--- config.mk ---
export PLATFORM = sky130hd
export DESIGN_NAME = bios_loader
export DESIGN_NICKNAME = d
export VERILOG_FILES = /design/src/rtl/next186_pkg.sv /design/src/rtl/bios_loader_buf.sv /design/src/rtl/bios_loader.sv
export SDC_FILE = /design/constraint.sdc
export NUM_CORES = 1
export LEC_CHECK = 0
export BUFFER_PORTS_ARGS = -buffer_cell sky130_fd_sc_hd__buf_4
export CORE_AREA = 2 2 297 299
export CTS_BUF_LIST = sky130_fd_sc_hd__clkbuf_16
export CTS_CLUSTER_SIZE = 28
export DETAILED_ROUTE_END_ITERATION = 10
export DIE_AREA = 0 0 299 301
export GPL_ROUTABILITY_DRIVEN = 0
export MAX_ROUTING_LAYER = met4
export PLACE_DENSITY = 0.66
export SLEW_MARGIN = 20
export SYNTH_ARGS = -nofsm -noshare
export SYNTH_HDL_FRONTEND = slang
export SYNTH_SLANG_ARGS = --single-unit
--- constraint.sdc ---
create_clock -name clk_sys -period 9.6 [get_ports clk_sys]
set_clock_uncertainty 0.15 [all_clocks]
set_input_delay 0.96 -clock clk_sys [delete_from_list [all_inputs] [get_ports clk_sys]]
set_output_delay 0.96 -clock clk_sys [all_outputs]
set_load 0.1 [all_outputs]
--- src/rtl/next186_pkg.sv ---
// Shared types and constants for the Next186 BIOS loader.
//   loader_state_t : loader sequencing states
//   BIOS_PAD_WORD  : fill word for the unused tail of the last bank
//   BIOS_PAD_BYTE  : high byte that completes a dangling odd byte
package next186_pkg;

  typedef enum logic [2:0] {
    IDLE,
    FILL,
    FLUSH,
    DRAIN,
    DONE
  } loader_state_t;

  localparam logic [15:0] BIOS_PAD_WORD = 16'hFFFF;
  localparam logic [7:0]  BIOS_PAD_BYTE = 8'hFF;

endpackage

--- src/rtl/bios_loader_buf.sv ---
// Ping-pong staging buffer for the BIOS loader: simple dual-port RAM,
// one write port, one registered read port.
//   clk_i   : clock
//   rst_n_i : async active-low reset (clears the read register only)
//   we_i    : write enable
//   waddr_i : write word address
//   wdata_i : write word
//   re_i    : read enable; rdata_o updates on the next edge
//   raddr_i : read word address
//   rdata_o : registered read word
module bios_loader_buf #(
  parameter int unsigned AW = 6
) (
  input  logic          clk_i,
  input  logic          rst_n_i,
  input  logic          we_i,
  input  logic [AW-1:0] waddr_i,
  input  logic [15:0]   wdata_i,
  input  logic          re_i,
  input  logic [AW-1:0] raddr_i,
  output logic [15:0]   rdata_o
);

  logic [15:0] mem_q [2**AW];
  logic [15:0] rdata_q;

  always_ff @(posedge clk_i) begin
    if (we_i) mem_q[waddr_i] <= wdata_i;
  end

  always_ff @(posedge clk_i or negedge rst_n_i) begin
    if (!rst_n_i)  rdata_q <= '0;
    else if (re_i) rdata_q <= mem_q[raddr_i];
  end

  assign rdata_o = rdata_q;

endmodule

--- src/rtl/bios_loader.sv ---
// BIOS loader: packs the data_io byte stream into 16-bit little-endian
// words, stages them in two ping-pong banks and offers each full bank to
// the system BIOS write port as a burst. bios_loaded rises once the whole
// image has been drained.
// Optional feature: define BIOS_LOADER_CHECKSUM_EN to accumulate a mod-256
// byte sum of accepted bytes on checksum; otherwise checksum is 8'h00.
// Ports:
//   clk_sys, reset_n            : clock, async active-low reset
//   ioctl_download/index/wr/addr/dout : data_io download stream
//   bios_wr  (out) : a full bank is pending
//   bios_req (in)  : pull one word per cycle while bios_wr
//   bios_addr/bios_din (out) : word address / data, 1 clk after pull
//   bios_loaded (out) : image fully delivered
//   overrun (out)  : sticky, a byte was dropped
//   checksum (out) : byte sum of accepted bytes
module bios_loader
  import next186_pkg::*;
#(
  parameter int unsigned BURST_WORDS = 32,
  parameter logic [7:0]  ROM_INDEX   = 8'd0,
  parameter int unsigned ADDR_W      = 13
) (
  input  logic              clk_sys,
  input  logic              reset_n,
  input  logic              ioctl_download,
  input  logic [7:0]        ioctl_index,
  input  logic              ioctl_wr,
  input  logic [24:0]       ioctl_addr,
  input  logic [7:0]        ioctl_dout,
  output logic              bios_wr,
  input  logic              bios_req,
  output logic [ADDR_W-1:0] bios_addr,
  output logic [15:0]       bios_din,
  output logic              bios_loaded,
  output logic              overrun,
  output logic [7:0]        checksum
);

  localparam int unsigned BIDX_W = $clog2(BURST_WORDS);
  localparam int unsigned IDX_W  = BIDX_W + 1;
  localparam logic [BIDX_W-1:0] LAST_IDX = BIDX_W'(BURST_WORDS - 1);
  // Byte-address limit: 2 bytes per word, 2^ADDR_W words.
  localparam logic [25:0] BYTE_LIMIT = 26'(1) << (ADDR_W + 1);

  loader_state_t state_q, state_d;

  logic              dl_q;
  logic [1:0]        bank_full_q, bank_full_d;
  logic              rd_bank_q;
  logic [BIDX_W-1:0] rd_idx_q;
  logic [ADDR_W-1:0] word_cnt_q;
  logic [ADDR_W-1:0] bios_addr_q;
  logic [IDX_W-1:0]  wr_idx_q;
  logic [7:0]        low_q;
  logic              have_low_q;
  logic              overrun_q;

  logic              dl_rise, dl_fall, start;
  logic [IDX_W-1:0]  tgt_idx;
  logic              tgt_bank, tgt_last, addr_over;
  logic              byte_in, drop, accept, fill_we;
  logic              flush_need, pad_we;
  logic              pull, release_bank;
  logic              mark_en, mark_bank;
  logic              ram_we;
  logic [IDX_W-1:0]  ram_waddr;
  logic [15:0]       ram_wdata;

  // ---------------- datapath control ----------------
  always_comb begin
    dl_rise   = ioctl_download & ~dl_q;
    dl_fall   = ~ioctl_download & dl_q;
    start     = dl_rise && (ioctl_index == ROM_INDEX);

    tgt_idx   = ioctl_addr[1 +: IDX_W];
    tgt_bank  = tgt_idx[IDX_W-1];
    tgt_last  = (tgt_idx[BIDX_W-1:0] == LAST_IDX);
    addr_over = ({1'b0, ioctl_addr} >= BYTE_LIMIT);

    byte_in   = (state_q == FILL) && ioctl_wr && !start;
    drop      = addr_over || bank_full_q[tgt_bank];
    accept    = byte_in && !drop;
    fill_we   = accept && ioctl_addr[0];

    // Pad only a bank that holds data: a dangling low byte or a
    // non-zero in-bank write index means the bank is partially filled.
    flush_need = have_low_q || (wr_idx_q[BIDX_W-1:0] != '0);
    pad_we     = (state_q == FLUSH) && flush_need;

    pull         = bios_req && (bank_full_q != '0) && !start;
    release_bank = pull && (rd_idx_q == LAST_IDX);

    mark_en   = 1'b0;
    mark_bank = 1'b0;
    if (fill_we && tgt_last) begin
      mark_en   = 1'b1;
      mark_bank = tgt_bank;
    end else if (pad_we && (wr_idx_q[BIDX_W-1:0] == LAST_IDX)) begin
      mark_en   = 1'b1;
      mark_bank = wr_idx_q[IDX_W-1];
    end

    // A bank being released is full and a bank being marked is not,
    // so both updates never target the same bit.
    bank_full_d = bank_full_q;
    if (start) begin
      bank_full_d = '0;
    end else begin
      if (release_bank) bank_full_d[rd_bank_q] = 1'b0;
      if (mark_en)      bank_full_d[mark_bank] = 1'b1;
    end

    ram_we    = fill_we || pad_we;
    ram_waddr = pad_we ? wr_idx_q : tgt_idx;
    if (pad_we) ram_wdata = have_low_q ? {BIOS_PAD_BYTE, low_q} : BIOS_PAD_WORD;
    else        ram_wdata = {ioctl_dout, low_q};
  end

  always_ff @(posedge clk_sys or negedge reset_n) begin
    if (!reset_n) begin
      dl_q        <= 1'b0;
      bank_full_q <= '0;
      rd_bank_q   <= 1'b0;
      rd_idx_q    <= '0;
      word_cnt_q  <= '0;
      bios_addr_q <= '0;
      wr_idx_q    <= '0;
      low_q       <= '0;
      have_low_q  <= 1'b0;
      overrun_q   <= 1'b0;
    end else begin
      dl_q        <= ioctl_download;
      bank_full_q <= bank_full_d;
      if (start) begin
        rd_bank_q  <= 1'b0;
        rd_idx_q   <= '0;
        word_cnt_q <= '0;
        wr_idx_q   <= '0;
        low_q      <= '0;
        have_low_q <= 1'b0;
        overrun_q  <= 1'b0;
      end else begin
        if (pull) begin
          rd_idx_q    <= rd_idx_q + BIDX_W'(1);
          word_cnt_q  <= word_cnt_q + ADDR_W'(1);
          bios_addr_q <= word_cnt_q;
          if (release_bank) rd_bank_q <= ~rd_bank_q;
        end
        if (byte_in && drop) overrun_q <= 1'b1;
        if (accept) begin
          if (!ioctl_addr[0]) begin
            low_q      <= ioctl_dout;
            have_low_q <= 1'b1;
            wr_idx_q   <= tgt_idx;
          end else begin
            have_low_q <= 1'b0;
            wr_idx_q   <= tgt_idx + IDX_W'(1);
          end
        end
        if (pad_we) begin
          wr_idx_q   <= wr_idx_q + IDX_W'(1);
          have_low_q <= 1'b0;
        end
      end
    end
  end

  bios_loader_buf #(
    .AW (IDX_W)
  ) u_buf (
    .clk_i   (clk_sys),
    .rst_n_i (reset_n),
    .we_i    (ram_we),
    .waddr_i (ram_waddr),
    .wdata_i (ram_wdata),
    .re_i    (pull),
    .raddr_i ({rd_bank_q, rd_idx_q}),
    .rdata_o (bios_din)
  );

`ifdef BIOS_LOADER_CHECKSUM_EN
  logic [7:0] ck_q;
  always_ff @(posedge clk_sys or negedge reset_n) begin
    if (!reset_n)    ck_q <= '0;
    else if (start)  ck_q <= '0;
    else if (accept) ck_q <= ck_q + ioctl_dout;
  end
  assign checksum = ck_q;
`else
  assign checksum = '0;
`endif

  // ---------------- FSM ----------------
  always_ff @(posedge clk_sys or negedge reset_n) begin
    if (!reset_n) state_q <= IDLE;
    else          state_q <= state_d;
  end

  always_comb begin
    state_d = state_q;
    if (start) begin
      state_d = FILL;
    end else begin
      case (state_q)
        FILL:    if (dl_fall) state_d = FLUSH;
        FLUSH:   if (!flush_need) state_d = DRAIN;
        DRAIN:   if (bank_full_q == '0) state_d = DONE;
        default: state_d = state_q;
      endcase
    end
  end

  always_comb begin
    bios_wr     = (bank_full_q != '0);
    bios_loaded = (state_q == DONE);
    bios_addr   = bios_addr_q;
    overrun     = overrun_q;
  end

endmodule

# After elaboration in Yosys (flattened, before gate mapping)
# Memories as Yosys holds them, arrays and structs flattened. A register that Yosys moved wholly into a read port is not among the register bits.
# Cells that the tools add are included.
[word_totals]
mem_count = 1
ramBits = 1024
regBits = 54
output_inout_bits = 40
latchBits = 0
rom_bits = 0
word_cells = 120
[memory_table]
columns = ["name", "depth", "width", "read_ports", "rd_ports_with_merged_regs", "write_ports", "line_no", "text"]
rows = [
  ["u_buf.mem_q", 64, 16, 1, 1, 1, "bios_loader_buf.sv:24", "logic [15:0] mem_q [2**AW];"],
]
[op_classes]
n_lt_le_gt_ge = 6
eq_ne = 11
mul = 0
shifts = 0
n_reduce_logical = 34
n_mux = 44
n_bitwise = 9
add_sub_neg = 4
div_mod_pow = 0
[ops]
columns = ["operator", "n"]
rows = [
  ["2-to-1 mux 8 bit", 4],
  ["2-to-1 mux 6 bit", 5],
  ["2-to-1 mux 13 bit", 2],
  ["greater-or-equal comparator 25 x 15 -> 1 bit, second input constant", 1],
  ["2-to-1 mux 1 bit", 19],
  ["2-to-1 mux 16 bit", 1],
  ["equality test 5 bit, second input constant", 3],
  ["logical AND 1 bit", 14],
  ["adder 13 x 1 -> 13 bit, second input constant", 1],
  ["adder 6 x 1 -> 6 bit, second input constant", 2],
  ["2-to-1 mux 3 bit", 4],
  ["2-to-1 mux 5 bit", 2],
  ["nonzero test 2 bit", 5],
  ["inequality test 3 bit, second input constant", 3],
  ["one-hot mux 3 bit (3 select lines)", 1],
  ["zero test 8 bit", 1],
  ["2-to-1 mux 2 bit", 4],
  ["equality test 3 x 2 -> 1 bit, second input constant", 2],
  ["< comparator 1 x 2 -> 1 bit, second input constant", 3],
  ["AND reduction 2 bit", 3],
  ["adder 5 x 1 -> 5 bit, second input constant", 1],
  ["nonzero test 5 bit", 1],
  ["NOT 1 bit", 4],
  ["AND reduction 4 bit", 1],
  ["14 further kinds", 21],
]

# Longest topological paths before layout
[depth]
depth_word = 16
mapped_depth = 10

# Cells and area by module
# From an unflattened synthesis, not the netlist that was laid out.
[hier_totals]
hier_cells = 2200
hier_area_um2 = 42968.7
[modules_own_cells]
columns = ["module", "instances", "area_per_inst_um2", "seq_area_each_um2", "cells_per_inst"]
rows = [
  ["bios_loader_buf", 1, 39925.8, 31149.9, 1897],
  ["bios_loader", 1, 3042.9, 1351.3, 303],
]

# Worst setup path before layout
# No wires, ideal clock.
[synth_timing]
path_type = "reg2out"
startpoint = "reg state_q[1]"
endpoint = "out bios_loaded"
setup_slack_ps = 5798
path_stages_with_launch = 3
t_arrival_ps = 2692
n_path_buf = 1
t_required_ps = 8490
path_cell_list = "dfrtp_1 -> buf_4 -> nor3b_1"
[synth_via]
elab_chain_len = 1
[synth_lines]
columns = ["element", "line_no", "text"]
rows = [
  ["from (decl)", "bios_loader.sv:45", "loader_state_t state_q, state_d;"],
  ["from (signal assigned)", "bios_loader.sv:196", "else state_q <= state_d;"],
  ["equality test 3 bit", "bios_loader.sv:215", "bios_loaded = (state_q == DONE);"],
  ["to (decl)", "bios_loader.sv:34", "output logic bios_loaded,"],
]
# Every way passes these cells.

==> results.sh <==
export IMPL_layout_cells_non_filler=3695
export IMPL_slew_headroom=0.161
export IMPL_port_buffers=70
export IMPL_dr_max_layer_used="met4"
export IMPL_max_stage_delay_ps=980
export IMPL_path_cells="buf_4 -> buf_4 -> mux4_2 -> a22o_1 -> o21ai_0 -> o31ai_1 -> a31o_1"
export IMPL_rr_worst_depth=7
export IMPL_fin_nets=2498
export IMPL_p_per_area_nw_per_um2=261
export IMPL_drc_errors=0
export IMPL_fin_area_um2=48800
export IMPL_core_area_um2=86500
export IMPL_path_buf_inv=2
export IMPL_grt_max_degree=127
export IMPL_path_class="flop to flop"
export IMPL_wl_um=104000
export IMPL_setup_slack_ps=4870
export IMPL_yosys_warnings=0
export IMPL_firstDrtPassIters=7
export IMPL_gr_total_overflow=0
export IMPL_crit_end="u_buf.rdata_o[5]"
export IMPL_ir_drop_mv=0.187
export IMPL_postPlaceCellArea_um2=45200
export IMPL_cp_max_fo=47
export IMPL_syn_area_per_cell_um2=18.7
export IMPL_cts_resized=0
export IMPL_ant_nets=0
export IMPL_power_frac_seq=0.421
export IMPL_cts_sinks=1094
export IMPL_postSynth_asyncResetShare=0.0640
export IMPL_cts_clk_slew_worst_paths_ps=70
export IMPL_critical_path_arrival_ps=5140
export IMPL_wl_met1_um=42100
export IMPL_grtUsageTotal=0.239
export IMPL_maxSlewViolCount=0
export IMPL_drtIter0Drc=2693
export IMPL_fin_crit_ps=4730
export IMPL_synth_flop_cell="edfxtp_1"
export IMPL_fmaxAchievable_mhz=212
export IMPL_synth_edff_count=1024
export IMPL_cp_start_kind="flop"
export IMPL_post_place_ws_ps=4780
export IMPL_clk_latency_ps=670
export IMPL_setup_viol=0
export IMPL_antenna_found_initial=10
export IMPL_die_h_um=301
export IMPL_endpoint_kind="flop"
export IMPL_clockBufferDepth=3
export IMPL_die_x_um=299
export IMPL_num_vias=22400
export IMPL_area_delta_synth_final_pct=13.1
export IMPL_r2r_end="u_buf.rdata_o[5]"
export IMPL_hold_viol=0
export IMPL_status="finished clean"
export IMPL_cp_top_family="compound AO/OA/AOI/OAI gates"
export IMPL_synth_area_um2=43200
export IMPL_switching_share=0.306
export IMPL_required_ps=10010
export IMPL_initial_core_util=0.499
export IMPL_layout_drive_gt1_share=0.210
export IMPL_place_hpwl_um=62400
export IMPL_syn_instance_count=2311
export IMPL_grt_pass1_vias=22600
export IMPL_placed_cells=3489
export IMPL_r2r_slack_ps=4870
export IMPL_cts_inserted_buffers=107
export IMPL_wl_met3_um=8920
export IMPL_wl_per_cell_um=28.2
export IMPL_seq_area_frac_synth=0.753
export IMPL_grt_pass1_wl_um=152000
export IMPL_dr_wl_met2_um=49900
export IMPL_hold_ws_ps=73.0
export IMPL_synth_cell_types=60
export IMPL_reg2reg_from="rd_idx_q[2]"
export IMPL_rows=108
export IMPL_fin_crit_sh=0.492
export IMPL_crit_start="rd_idx_q[2]"
export IMPL_internal_power_mw=8.85
export IMPL_dieArea_um2=90000
export IMPL_avgViaCountPerCell=6.07
export IMPL_hold_class="input pin to async pin"
export IMPL_pin_count=86
export IMPL_clkPwrFrac=0.334
export IMPL_cap_violations=0
export IMPL_p_leak_nw=17.5
export IMPL_hold_buffers=0
export IMPL_cts_root_buffer="clkbuf_16"
export IMPL_finalSetupTns_ps=0
export IMPL_final_fill_count=6506
export IMPL_cp_slowest_cell="o21ai_0"
export IMPL_postCtsSetupBuffers=0
export IMPL_tightest_slew_ps=1250
export IMPL_cts_tree="built"
export IMPL_synth_seq_cells=1094
export IMPL_p_comb_frac=0.245
export IMPL_switching_power_mw=3.91
export IMPL_cp_common_cell="buf_4"
export IMPL_h_tree_depth=3
export IMPL_rsz0062_at_grt="no"
export IMPL_crit_cells=7
==> synth_stat cells, drive strengths merged (16+ instances only) <==
| cell | n | area share |
|---|---|---|
| edfxtp | 1024 | 0.71 |
| mux2i | 231 | 0.054 |
| mux4 | 148 | 0.077 |
| nor2 | 129 | 0.012 |
| buf | 76 | 0.012 |
| dfrtp | 70 | 0.041 |
| clkbuf | 63 | 0.0056 |
| nand2 | 61 | 0.0053 |
| o21ai | 53 | 0.0062 |
| a22oi | 49 | 0.0085 |
| a22o | 46 | 0.0093 |
| o22ai | 46 | 0.0067 |
| a21oi | 38 | 0.0048 |
| nor4 | 26 | 0.0041 |
| nor2b | 22 | 0.0032 |
| nor3 | 22 | 0.0026 |
| o211ai | 19 | 0.0033 |
| nand3 | 16 | 0.0019 |
==> worst min-delay path by stage <==
| stage | cells after the start | end | slack (ps) |
|---|---|---|---|
| 6_report | 1 | low_q[1] | 70 |
| 5_1_grt | 1 | low_q[1] | 60 |
| 4_1_cts | 1 | low_q[1] | 40 |
| 3_5_place_dp | 2 | bios_addr[7] | 320 |
| 3_3_place_gp | 2 | bios_addr[9] | 320 |
| 2_1_floorplan | 2 | bios_addr[12] | 310 |
==> logic make-up (layout without fill, tap and decap cells) <==
| family | after synthesis | count (layout) | share of synthesized area |
|---|---|---|---|
| muxes | 381 | 381 | 0.131 |
| AOI/OAI and AO/OA | 318 | 318 | 0.0520 |
| adders and majority gates | 9 | 9 | 0.00261 |
| other | 1 | 15 | 0.0000868 |
| and+or+nand+nor | 347 | 347 | 0.0403 |
| buffers and inverters | 147 | 362 | 0.0183 |
| xor gates and xnor gates | 14 | 14 | 0.00284 |
| DFF | 1094 | 1094 | 0.753 |
==> metrics by stage <==
stage | utilization | power [mW]
final | 0.565 | 12.8
after global routing | 0.565 | 13.2
after CTS | 0.564 | 12.8
after detailed placement | 0.523 | 8.60
after global placement | 0.523 | 8.55
after floorplan | - | 7.71
==> power groups by stage <==
stage	sequential (mW)	clock (mW)	combinational, mW
floorplan	5.73	0	1.97
global placement	5.46	0	3.10
detailed placement	5.46	0	3.13
CTS	5.36	4.32	3.14
global route	5.37	4.51	3.28
finish	5.37	4.26	3.12
==> layout by cell type, fill, tap and decap left out, types with 8 or more instances in the layout <==
cell type / instances
a22o_1: 46
nand2_1: 61
o31ai_1: 15
a22oi_1: 49
nor2b_1: 21
a21oi_1: 36
or3_1: 8
bufinv_16: 16
or2_2: 9
edfxtp_1: 1024
a31oi_1: 8
nor2_1: 107
a221oi_1: 15
a31o_1: 15
o211ai_1: 19
mux4_2: 148
mux2i_1: 231
buf_4: 153
clkinv_2: 26
ha_1: 9
o21ai_1: 29
nor4_1: 24
inv_1: 24
o22ai_1: 46
o21ai_0: 23
clkbuf_16: 109
dfrtp_1: 67
clkinvlp_4: 9
nand3_1: 16
nor3_1: 22
clkinv_1: 17
nor2_2: 22
conb_1: 8
==> state kept, by name, summed over array words and instances (netlist names) <==
name	cells
have_low_q	1
state_q	3
word_cnt_q	13
bank_full_q	2
wr_idx_q	6
bios_addr	13
u_buf.rdata_o	16
overrun	1
u_buf.mem_q	1024
rd_bank_q	1
rd_idx_q	5
dl_q	1
low_q	8
==> worst reg2reg max path: stages, from the launching register on <==
cell and delay [ps]:
dfrtp_4 570, buf_4 620, buf_4 720, mux4_2 530, a22o_1 230, o21ai_0 980, o31ai_1 490, a31o_1 330
==> final cells by class <==
| cell class | instances | area [um2] | share of cell area |
|---|---|---|---|
| sequential | 1094 | 32500 | 0.666 |
| multi-input combinational | 1077 | 10000 | 0.205 |
| clock buffer | 109 | 2730 | 0.0559 |
| tap | 1155 | 1450 | 0.0296 |
| timing repair buffer | 155 | 1190 | 0.0243 |
| clock inverter | 90 | 877 | 0.0180 |
| inverter | 8 | 30.0 | 0.000615 |
| antenna | 7 | 17.5 | 0.000359 |
==> per-layer routing <==
layer | vias to the layer above | track usage
li1 | 9647 | -
met1 | 11600 | 0.320
met2 | 978 | 0.370
met3 | 181 | 0.0466
met4 | 0 | 0.0825
met5 | - | -
(Power assumes the default switching activity.)
